===== src/rtl/ppi_pkg.sv =====
// rtl/ppi_pkg.sv - shared types and constants for the PPI read/write control
package ppi_pkg;

  typedef enum logic [1:0] {
    ST_IDLE   = 2'd0,
    ST_READ   = 2'd1,
    ST_WRITE  = 2'd2,
    ST_COMMIT = 2'd3
  } ppi_state_e;

  localparam logic [7:0] CW_RESET         = 8'h9B;
  localparam logic [1:0] ADDR_A           = 2'b00;
  localparam logic [1:0] ADDR_B           = 2'b01;
  localparam logic [1:0] ADDR_C           = 2'b10;
  localparam logic [1:0] ADDR_CTRL        = 2'b11;
  localparam int         CW_MODE_FLAG_BIT = 7;

endpackage


===== src/rtl/ppi_sync.sv =====
// rtl/ppi_sync.sv - multi-flop synchronizer for an active-low strobe, resets to 1
module ppi_sync #(
  parameter int STAGES = 2
) (
  input  logic clk,
  input  logic rst_n,
  input  logic d,
  output logic q
);

  logic [STAGES-1:0] sr;

  always_ff @(posedge clk or negedge rst_n) begin
    if (!rst_n) sr <= '1;
    else        sr <= {sr[STAGES-2:0], d};
  end

  assign q = sr[STAGES-1];

endmodule


===== src/rtl/ppi_rw_control.sv =====
// rtl/ppi_rw_control.sv - 8255-style bus read/write sequencer and buffer direction control
module ppi_rw_control
  import ppi_pkg::*;
#(
  parameter int SYNC_STAGES = 2
) (
  input  logic       clk,
  input  logic       rst_n,
  input  logic       reset,
  input  logic       CS_n,
  input  logic       RD_n,
  input  logic       WR_n,
  input  logic [1:0] A,
  input  logic [7:0] bus_in,
  output logic       control_signal,
  output logic [2:0] rd_sel,
  output logic       wr_strobe_a,
  output logic       wr_strobe_b,
  output logic       wr_strobe_c,
  output logic [7:0] wr_data,
  output logic [7:0] control_word,
  output logic       mode_change,
  output logic       bsr_valid,
  output logic [2:0] bsr_bit,
  output logic       bsr_value,
  output logic       bus_conflict
);

  logic cs_n_s, rd_n_s, wr_n_s;
  logic cs, rd, wr;

  ppi_sync #(.STAGES(SYNC_STAGES)) u_sync_cs (.clk(clk), .rst_n(rst_n), .d(CS_n), .q(cs_n_s));
  ppi_sync #(.STAGES(SYNC_STAGES)) u_sync_rd (.clk(clk), .rst_n(rst_n), .d(RD_n), .q(rd_n_s));
  ppi_sync #(.STAGES(SYNC_STAGES)) u_sync_wr (.clk(clk), .rst_n(rst_n), .d(WR_n), .q(wr_n_s));

  assign cs = ~cs_n_s;
  assign rd = ~rd_n_s;
  assign wr = ~wr_n_s;

  ppi_state_e state, next_state;
  logic [1:0] addr_q;
  logic       conflict, conflict_prev;

  assign conflict = cs & rd & wr;

  always_ff @(posedge clk or negedge rst_n) begin
    if (!rst_n)     state <= ST_IDLE;
    else if (reset) state <= ST_IDLE;
    else            state <= next_state;
  end

  always_comb begin
    next_state = state;
    case (state)
      ST_IDLE: begin
        if (cs & rd & !wr)      next_state = ST_READ;
        else if (cs & wr & !rd) next_state = ST_WRITE;
      end
      ST_READ:   if (!rd || !cs) next_state = ST_IDLE;
      ST_WRITE: begin
        if (!cs)     next_state = ST_IDLE;
        else if (!wr) next_state = ST_COMMIT;
      end
      ST_COMMIT: next_state = ST_IDLE;
      default:   next_state = ST_IDLE;
    endcase
  end

  // control_word loads on the WRITE->COMMIT edge so it changes together with mode_change
  always_ff @(posedge clk or negedge rst_n) begin
    if (!rst_n) begin
      addr_q        <= ADDR_A;
      wr_data       <= 8'h00;
      control_word  <= CW_RESET;
      conflict_prev <= 1'b0;
      bus_conflict  <= 1'b0;
    end else begin
      conflict_prev <= conflict;
      if (reset) begin
        control_word <= CW_RESET;
        bus_conflict <= 1'b0;
      end else begin
        bus_conflict <= (state == ST_IDLE) && conflict && !conflict_prev;
        if (state == ST_IDLE && next_state != ST_IDLE)
          addr_q <= A;
        if (state == ST_WRITE)
          wr_data <= bus_in;
        if (state == ST_WRITE && next_state == ST_COMMIT &&
            addr_q == ADDR_CTRL && bus_in[CW_MODE_FLAG_BIT])
          control_word <= bus_in;
      end
    end
  end

  always_comb begin
    control_signal = 1'b0;
    rd_sel         = 3'b000;
    wr_strobe_a    = 1'b0;
    wr_strobe_b    = 1'b0;
    wr_strobe_c    = 1'b0;
    mode_change    = 1'b0;
    bsr_valid      = 1'b0;
    case (state)
      ST_READ: begin
        control_signal = (addr_q != ADDR_CTRL);
        case (addr_q)
          ADDR_A:  rd_sel = 3'b001;
          ADDR_B:  rd_sel = 3'b010;
          ADDR_C:  rd_sel = 3'b100;
          default: rd_sel = 3'b000;
        endcase
      end
      ST_COMMIT: begin
        case (addr_q)
          ADDR_A:  wr_strobe_a = 1'b1;
          ADDR_B:  wr_strobe_b = 1'b1;
          ADDR_C:  wr_strobe_c = 1'b1;
          default: begin
            if (wr_data[CW_MODE_FLAG_BIT]) mode_change = 1'b1;
            else                           bsr_valid   = 1'b1;
          end
        endcase
      end
      default: ;
    endcase
  end

  assign bsr_bit   = wr_data[3:1];
  assign bsr_value = wr_data[0];

endmodule


===== config.mk =====
export PLATFORM = sky130hd
export DESIGN_NAME = ppi_rw_control
export DESIGN_NICKNAME = d
export VERILOG_FILES = /design/src/rtl/ppi_pkg.sv /design/src/rtl/ppi_sync.sv /design/src/rtl/ppi_rw_control.sv
export SDC_FILE = /design/constraint.sdc
export NUM_CORES = 1
export LEC_CHECK = 0
export ABC_AREA = 1
export BUFFER_PORTS_ARGS = -buffer_cell sky130_fd_sc_hd__buf_2
export CAP_MARGIN = 15
export CORE_ASPECT_RATIO = 0.6
export CORE_MARGIN = 3
export CORE_UTILIZATION = 54
export CTS_BUF_LIST = sky130_fd_sc_hd__clkbuf_2 sky130_fd_sc_hd__clkbuf_4 sky130_fd_sc_hd__clkbuf_8
export DETAILED_ROUTE_END_ITERATION = 12
export PLACE_DENSITY = 0.86
export SETUP_SLACK_MARGIN = 0.5
export SYNTH_ARGS = -nofsm -noshare
export SYNTH_HDL_FRONTEND = slang
export SYNTH_SLANG_ARGS = --single-unit

===== constraint.sdc =====
create_clock -name clk -period 3.3 [get_ports clk]
set_input_delay 0.99 -clock clk [delete_from_list [all_inputs] [get_ports clk]]
set_output_delay 0.99 -clock clk [all_outputs]
set_load 0.01 [all_outputs]

==> results of run 1 <==
==> state kept, by name, summed over array words and instances (netlist names) <==
signal / count
wr_data: 8
conflict_prev: 1
bus_conflict: 1
state: 2
control_word: 8
addr_q: 2
u_sync_cs.sr: 2
u_sync_wr.sr: 2
u_sync_rd.sr: 2
==> metrics by stage <==
step                      worst slack (ns)  hold WS, ns  cells  util [%]
after detailed placement             1.205       0.3476    200     73.46
after global routing                0.8895       0.3628    204     75.86
final                                1.034       0.3582    204     75.86
after floorplan                      1.458       0.3452    133         -
after CTS                            1.049       0.3605    204     75.86
after global placement               1.267       0.3457    200     73.46
==> kinds of logic (layout without fill, tap and decap cells) <==
family          Yosys count  after routing  synth area share (%)
compound gates            7              7                 4.223
buf+inv                  23             66                 8.546
flops                    28             28                 56.09
mux                       3              3                 3.536
simple gates             72             72                 27.60
==> worst min path at each step <==
stage	to	slack [ns]	depth (start not counted)
after floorplan	u_sync_cs.sr[1]	0.35	0
after global placement	u_sync_cs.sr[1]	0.35	0
after detailed placement	u_sync_wr.sr[1]	0.35	0
after CTS	u_sync_wr.sr[1]	0.36	0
after global routing	u_sync_cs.sr[1]	0.36	0
final	u_sync_wr.sr[1]	0.36	0
==> worst reg2reg max path: cells and delay by family, from the launching register on <==
| family | cells | cell delay [ns] |
|---|---|---|
| DFF | 1 | 0.60 |
| and+or+nand+nor | 6 | 0.65 |
==> synth_stat cells <==
master | instances | area share [%]
a21oi_1 | 1 | 0.39
buf_1 | 1 | 0.29
buf_4 | 4 | 2.4
buf_6 | 1 | 0.88
dfrtp_1 | 17 | 33
dfstp_2 | 11 | 23
inv_1 | 14 | 4.1
inv_2 | 3 | 0.88
mux2_4 | 3 | 3.5
nand2_1 | 33 | 9.7
nand2_2 | 2 | 0.98
nand2_4 | 2 | 1.8
nand3_1 | 13 | 5.1
nand3_2 | 1 | 0.79
nand4_2 | 1 | 0.98
nor2_1 | 8 | 2.4
nor2_2 | 1 | 0.49
nor2_4 | 1 | 0.88
nor3_1 | 7 | 2.8
nor3_2 | 1 | 0.79
nor4_1 | 1 | 0.49
o21ai_1 | 1 | 0.39
o21ai_2 | 5 | 3.4
or2_1 | 1 | 0.49
==> power by group <==
group	leakage (nW)	internal, W	switching [W]
sequential	0.337	0.000393	0.0000426
clock	0.0262	0.0000949	0.000102
combinational	0.511	0.0000762	0.000102
total	0.875	0.000564	0.000247
==> layer usage <==
layer | wire, µm | share of wire (%) | vias up
li1 | - | - | 501
met1 | 1326 | 46 | 475
met2 | 1264 | 44 | 57
met3 | 250 | 8.7 | 2
met4 | 19 | 0.66 | 0
met5 | 0 | 0 | -
==> cell type report <==
type | count | area [µm²]
Tap cell | 28 | 35.03
Multi-Input combinational cell | 82 | 450.4
Sequential cell | 28 | 714.4
Timing Repair Buffer | 45 | 225.2
Inverter | 17 | 63.81
Fill cell | 145 | 489.2
Clock buffer | 4 | 48.80
==> reports/results.txt, run 1 <==
Grt ovf: 0
Skew-Pair Late Insertion Delay: 0.28 ns
Core area: 2027 µm²
Final ANT Viol Nets: 0
Max Freq: 441.2 MHz
Worst vdd ir: 0.3443 mV
Vias in the first global route: 920
Reported leakage power: 0.8746 nW
CP max FO: 5
Placed Area: 1489 µm²
Startpoint Class: flip-flop
Setup Buffers After CTS: 0
Clock tree sinks: 28
Mapped Nets: 149
Most frequent cells in the layout: buf_2, nand2_1, dfrtp_1
Buffers and inverters on the worst path: 3
Worst endpoint data arrival time: 1.28 ns
Register bit total from synthesis: 28
Setup repair after global routing missed its margin: no
CTS Root Cell: clkbuf_8
Delay of the slowest cell on the worst path: 0.45 ns
Ys Warns: 0
P&R area growth vs syn: 20.73%
Post-synthesis instance total: 133
Worst hold path class: reg -> reg
Worst Setup EP: rd_sel[2]
Syn avg cell area: 9.577 µm²
Largest net degree at the start of global routing: 29
Chip width: 68.70 µm
WP depth: 5
Seq/Total Area, Yosys: 56.09%
Gates resized, CTS repair: 0
Final critical-path share of the clock period: 68.68%
Total track usage: 20.69%
Post-synthesis cell area: 1274 µm²
Crit path kind: reg -> out
Die ar.: 2997 µm²
MaxCap Viol Count: 0
# nets final: 193
CP cell instances: inv_2, nor2_1, inv_1, nor3_1, buf_2
DR vias: 1035
Setup Skew: 0.01487 ns
DRC viols: 0
R2R cell count: 6
Post-route design area: 1538 µm²
Drt wl/cell: 14.02 µm
Delay-heaviest family, CP: flip-flops
CTS Buf Count: 3
WL final: 2860 µm
Worst-path clk slew: 0.10 ns
CTS tree: built
Antenna Cells: 0
Site Rows: 12
Via density: 5.074
Synth cell types: 24
Post-DP HPWL: 2218 µm
R2r setup slk: 1.99 ns
Status: completed
Initial antenna violation count: 0
Final TNS setup: 0 ns
Met2 usage in global routing: 30.17%
Slew Limit Fails: 0
Met1 Use GR: 30.51%
Busiest grt layer: met1
Chip height: 43.62 µm
First-iteration detailed-routing DRC count: 51
Power Density: 527.3 nW/µm²
Hold buffer count at cts: 0
Grt met3 use: 6.218%
GPL Wtd Cong: 0.8789
Final Total Pwr: 0.0008109 W
Initial Utilization: 62.84%
Worst Setup End Kind: primary output
Slew @ Worst Pin: 0.5945 ns
First-pass GRT wire length: 4471 µm
H-tree depth: 1
Hold path startpoint: u_sync_wr.sr[0]
Final Hold Vio Count: 0
Share of cells above drive strength 1: 45.45%
Port Buffers: 45
Drt pass-1 iters: 4
R2r endpoint: control_word[4]
CP max-delay cell: dfrtp_1
Count of final setup violators: 0
Max transition margin: 60.37%
Commonest non-fill, non-tap cell in the layout: buf_2
Ports: 46
Worst setup path startpoint: state[0]
Max clock buf depth: 2
Min Clock Period, post-route: 2.266 ns
CP required: 2.31 ns
Worst r2r src: u_sync_wr.sr[1]
Power figures use the tool's default switching activity.
==> run 2, diff against run 1 <==
--- a/config.mk
+++ b/config.mk
@@ -10,10 +10,10 @@
 export CAP_MARGIN = 15
 export CORE_ASPECT_RATIO = 0.6
 export CORE_MARGIN = 3
-export CORE_UTILIZATION = 54
+export CORE_UTILIZATION = 46
 export CTS_BUF_LIST = sky130_fd_sc_hd__clkbuf_2 sky130_fd_sc_hd__clkbuf_4 sky130_fd_sc_hd__clkbuf_8
 export DETAILED_ROUTE_END_ITERATION = 12
-export PLACE_DENSITY = 0.86
+export PLACE_DENSITY = 0.78
 export SETUP_SLACK_MARGIN = 0.5
 export SYNTH_ARGS = -nofsm -noshare
 export SYNTH_HDL_FRONTEND = slang
==> constraint.sdc (replaced) <==
create_clock -name clk -period 2 [get_ports clk]
set_input_delay 0.6 -clock clk [delete_from_list [all_inputs] [get_ports clk]]
set_output_delay 0.6 -clock clk [all_outputs]
set_load 0.01 [all_outputs]
==> run 2 against run 1 <==
Sequential cell count stayed put. Sequential power grew 67%. Total power grew 84%. First-iteration DRC count rose by 5.9%. Die area grew 15%. Routed wire length decreased by 0.31%. Count of clock-buffer cells in the layout is 1 lower. Critical endpoint is now rd_sel[1]. Clock skew is 0.0053 ns lower. Highest routed layer is now met3.
==> reports/results.txt, run 2 (synthesis results as in run 1) <==
Ports: 46
Power Density: 889.8 nW/µm²
Worst Setup End Kind: primary output
R2r setup slk: 0.58 ns
Max clock buf depth: 2
Delay of the slowest cell on the worst path: 0.45 ns
Slew Limit Fails: 0
Initial Utilization: 49.47%
Startpoint Class: flip-flop
CP cell instances: nor2_2, inv_2, nor3_2, buf_2
Initial antenna violation count: 0
Hold buffer count at cts: 0
H-tree depth: 1
Skew-Pair Late Insertion Delay: 0.28 ns
Die ar.: 3457 µm²
GPL Wtd Cong: 0.7671
Status: completed
Filler cell count: 204
Via density: 4.920
Setup Skew: 0.009551 ns
Final ANT Viol Nets: 0
Setup repair after global routing missed its margin: yes
Total track usage: 16.90%
Most frequent cells in the layout: buf_2, nand2_1, dfrtp_1
CP required: 1.40 ns
First-pass GRT wire length: 4347 µm
Post-DP HPWL: 2068 µm
Final Hold Vio Count: 0
Vias in the first global route: 899
Share of cells above drive strength 1: 54.70%
Worst-path clk slew: 0.10 ns
Worst endpoint data arrival time: 1.17 ns
Drt wl/cell: 13.38 µm
Clock tree sinks: 28
Crit path kind: reg -> out
Min Clock Period, post-route: 1.768 ns
Chip width: 73.94 µm
Largest net degree at the start of global routing: 29
Chip height: 46.76 µm
Slew @ Worst Pin: 0.5984 ns
CP max FO: 4
DR vias: 1048
CTS Root Cell: clkbuf_8
Antenna Cells: 0
WL final: 2851 µm
Core area: 2575 µm²
Non-filler instance count after layout: 213
Worst hold path class: in -> async
Count of final setup violators: 0
DRC viols: 0
CTS Buf Count: 3
Max transition margin: 60.11%
Port Buffers: 45
CP max-delay cell: dfrtp_2
Reported leakage power: 0.9261 nW
Final critical-path share of the clock period: 88.40%
First-iteration detailed-routing DRC count: 54
Site Rows: 14
P&R area growth vs syn: 31.34%
Max Freq: 565.6 MHz
Worst r2r src: state[1]
Biggest registers after layout: control_word (8), wr_data (8)
Commonest non-fill, non-tap cell in the layout: buf_2
Worst setup path startpoint: state[1]
Worst vdd ir: 0.6445 mV
Grt ovf: 0
MaxCap Viol Count: 0
Final TNS setup: 0 ns
CTS tree: built
Drt pass-1 iters: 4
# nets final: 198
Placed Cells: 205
[run 2: path summary, 6_finish.rpt]
check | end | depth (start not counted)
worst max-delay path | rd_sel[1] | 4
worst min-delay path | wr_data[3] | 1
worst max register to register | wr_data[2] | 5
worst min register to register | u_sync_wr.sr[1] | 0
max in group asynchronous | state[1] | 1
min in group clk | u_sync_wr.sr[1] | 0
[run 2: layer usage]
metal / GRT usage, % / share of wire [%] / vias to the layer above
met1: 22.87 / 45 / 494
met5: 0 / 0 / -
li1: - / - / 513
met3: 5.128 / 7.6 / 0
met2: 28.17 / 47 / 41
met4: 2.166 / 0 / 0
[run 2: area by class of cell]
type	instances	area, µm²	share of cell area (%)
clock buffer	3	41.29	2.468
clock inverter	1	30.03	1.795
inverter	17	63.81	3.815
multi-input combinational	82	485.5	29.02
sequential	28	718.2	42.93
tap	32	40.04	2.393
timing repair buffer	50	294.0	17.58
[run 2: what timing repair did]
action,4_1_cts,5_1_grt
pin swaps,1,2
endpoints found under the setup margin,14,14
resized for setup,16,4
hold endpoints to repair,0,0
setup buffers,3,1
[run 2: metrics by stage]
stage | setup slack [ns] | instance area [µm²] | total power, W | hold WS [ns] | util [%]
final | 0.2320 | 1673 | 0.001488 | 0.3150 | 64.97
after global routing | 0.1681 | 1673 | 0.001569 | 0.3652 | 64.97
after CTS | 0.2314 | 1655 | 0.001496 | 0.3380 | 64.29
after detailed placement | 0.4537 | 1501 | 0.001016 | 0.3472 | 58.31
after global placement | 0.4965 | 1501 | 0.001000 | 0.3470 | 58.31
after floorplan | 0.5475 | 1274 | 0.0009098 | 0.3044 | -
[run 2: critical path: cells and delay by family, from the launching register on]
family	cells	cell delay, ns
buffers and inverters	2	0.22
flip-flops	1	0.45
AND/OR/NAND/NOR	2	0.22
[run 2: power breakdown]
group	leakage, nW	internal [W]	total [W]	switching, W
combinational	0.557	0.000146	0.000320	0.000174
sequential	0.333	0.000651	0.000728	0.0000772
clock	0.0357	0.000268	0.000440	0.000173
total	0.926	0.00106	0.00149	0.000423
==> run 3, diff against run 2 <==
--- a/config.mk
+++ b/config.mk
@@ -10,10 +10,10 @@
 export CAP_MARGIN = 15
 export CORE_ASPECT_RATIO = 0.6
 export CORE_MARGIN = 3
-export CORE_UTILIZATION = 46
+export CORE_UTILIZATION = 54
 export CTS_BUF_LIST = sky130_fd_sc_hd__clkbuf_2 sky130_fd_sc_hd__clkbuf_4 sky130_fd_sc_hd__clkbuf_8
 export DETAILED_ROUTE_END_ITERATION = 12
-export PLACE_DENSITY = 0.78
+export PLACE_DENSITY_LB_ADDON = 0.15
 export SETUP_SLACK_MARGIN = 0.5
 export SYNTH_ARGS = -nofsm -noshare
 export SYNTH_HDL_FRONTEND = slang
==> constraint.sdc (replaced) <==
create_clock -name clk -period 2.27 [get_ports clk]
set_input_delay 0.681 -clock clk [delete_from_list [all_inputs] [get_ports clk]]
set_output_delay 0.681 -clock clk [all_outputs]
set_load 0.01 [all_outputs]
==> run 3 against run 2 <==
Via count rose by 2.8%. Routed wire length fell by 0.91%. First-iteration DRC count rose by 9.3%. Non-clock buffer count fell by 1. Largest power group unchanged. Critical path type unchanged. Clock power fell by 39%. Die area fell by 13%. Global-route usage rose by 2.6 points. Highest routed layer is now met4. Clock skew fell by 0.0046 ns. Sequential power fell by 12%. Sequential cell count did not move. Final cell count fell by 2.3%.
==> reports/results.txt, run 3 (synthesis results as in run 1) <==
# nets final: 197
Delay of the slowest cell on the worst path: 0.47 ns
Worst vdd ir: 0.5500 mV
CP required: 1.59 ns
WL final: 2825 µm
Share of cells above drive strength 1: 52.22%
Final Total Pwr: 0.001184 W
Core area: 2027 µm²
Commonest non-fill, non-tap cell in the layout: buf_2
Setup repair after global routing missed its margin: yes
Final Hold Vio Count: 0
Antenna Cells: 0
Total track usage: 19.54%
MaxCap Viol Count: 0
Post-DP HPWL: 2026 µm
Final critical-path share of the clock period: 81.37%
Max transition margin: 59.46%
Slew Limit Fails: 0
Gate power share: 23.3%
Vias in the first global route: 951
Drt wl/cell: 13.58 µm
Die ar.: 2997 µm²
Delay-heaviest family, CP: flip-flops
Clock tree sinks: 28
Worst endpoint data arrival time: 1.17 ns
First-iteration detailed-routing DRC count: 59
Power Density: 742.3 nW/µm²
Non-filler instance count after layout: 208
Switching Share: 30.88%
Site Rows: 12
CTS tree: built
Worst hold path class: reg -> reg
H-tree depth: 1
Most frequent cells in the layout: buf_2, nand2_1, dfrtp_1
Internal power: 0.0008185 W
Worst setup path startpoint: addr_q[0]
Min Clock Period, post-route: 1.847 ns
Post-Route Utilization: 78.70%
Initial Utilization: 62.84%
CTS Root Cell: clkbuf_8
Reported leakage power: 0.8956 nW
Biggest registers after layout: control_word (8), wr_data (8)
CP max FO: 7
Ports: 46
DR vias: 1077
Chip height: 43.62 µm
Max clock buf depth: 2
Worst-path clk slew: 0.09 ns
Crit path kind: reg -> out
Status: completed
Port Buffers: 45
Final ANT Viol Nets: 0
Startpoint Class: flip-flop
Largest net degree at the start of global routing: 29
Drt pass-1 iters: 4
Max Freq: 541.4 MHz
Clock power share: 22.7%
Final TNS setup: 0 ns
Flop pwr share: 54.0%
CTS Buf Count: 3
Grt ovf: 0
Worst r2r src: state[1]
NetSw: 0.0003656 W
Skew-Pair Late Insertion Delay: 0.27 ns
Count of final setup violators: 0
Chip width: 68.70 µm
Setup Skew: 0.004940 ns
GPL Wtd Cong: 0.8697
Worst Setup End Kind: primary output
Via density: 5.178
Initial antenna violation count: 0
Buffers and inverters on the worst path: 2
DRC viols: 0
P&R area growth vs syn: 25.25%
CP max-delay cell: dfrtp_2
Slew @ Worst Pin: 0.6081 ns
Placed Cells: 200
Hold path startpoint: u_sync_rd.sr[0]
First-pass GRT wire length: 4298 µm
CP cell instances: inv_1, nor3_1, buf_2
-- run 3: area by class of cell --
type,count,area (µm²)
Clock buffer,3,41.29
Clock inverter,1,3.754
Fill cell,140,431.7
Inverter,17,63.81
Multi-Input combinational cell,82,478.0
Sequential cell,28,718.2
Tap cell,28,35.03
Timing Repair Buffer,49,255.2
-- run 3: power by group through the flow --
stage / clock network [W] / registers [W] / logic (W)
finish: 0.000269 / 0.000639 / 0.000276
global route: 0.000303 / 0.000647 / 0.000303
CTS: 0.000276 / 0.000632 / 0.000267
detailed placement: 0 / 0.000635 / 0.000256
global placement: 0 / 0.000634 / 0.000249
floorplan: 0 / 0.000651 / 0.000150
-- run 3: timing repair --
action	4_1_cts	5_1_grt
pin swaps	0	3
hold buffers	0	0
endpoints found under the setup margin	9	9
buffers inserted	3	1
resized for setup	4	8
-- run 3: path summary, 6_finish.rpt --
path | end | slack (ns) | depth (start not counted)
max in group asynchronous | state[1] | 1.43 | 1
worst min register to register | u_sync_rd.sr[1] | 0.36 | 0
worst min-delay path | u_sync_rd.sr[1] | 0.36 | 0
min in group asynchronous | conflict_prev | 0.41 | 1
worst max-delay path | wr_strobe_b | 0.42 | 3
worst max register to register | wr_data[5] | 0.88 | 5
-- run 3: through the flow --
stage                     cell area [µm²]  hold WS (ns)  setup WS, ns
final                                1595        0.3600        0.4230
after global routing                 1595        0.3695        0.3525
after CTS                            1565        0.3617        0.4093
after detailed placement             1489        0.3484        0.4805
after global placement               1489        0.3455        0.5329
after floorplan                      1274        0.3452        0.7365
-- run 3: per-layer routing --
layer | global-route usage (%) | part of all wire [%] | vias up
met4 | 3.101 | 0.42 | 0
met3 | 4.663 | 8.9 | 2
met1 | 28.24 | 45 | 502
met2 | 30.74 | 45 | 60
li1 | - | - | 513
met5 | 0 | 0 | -
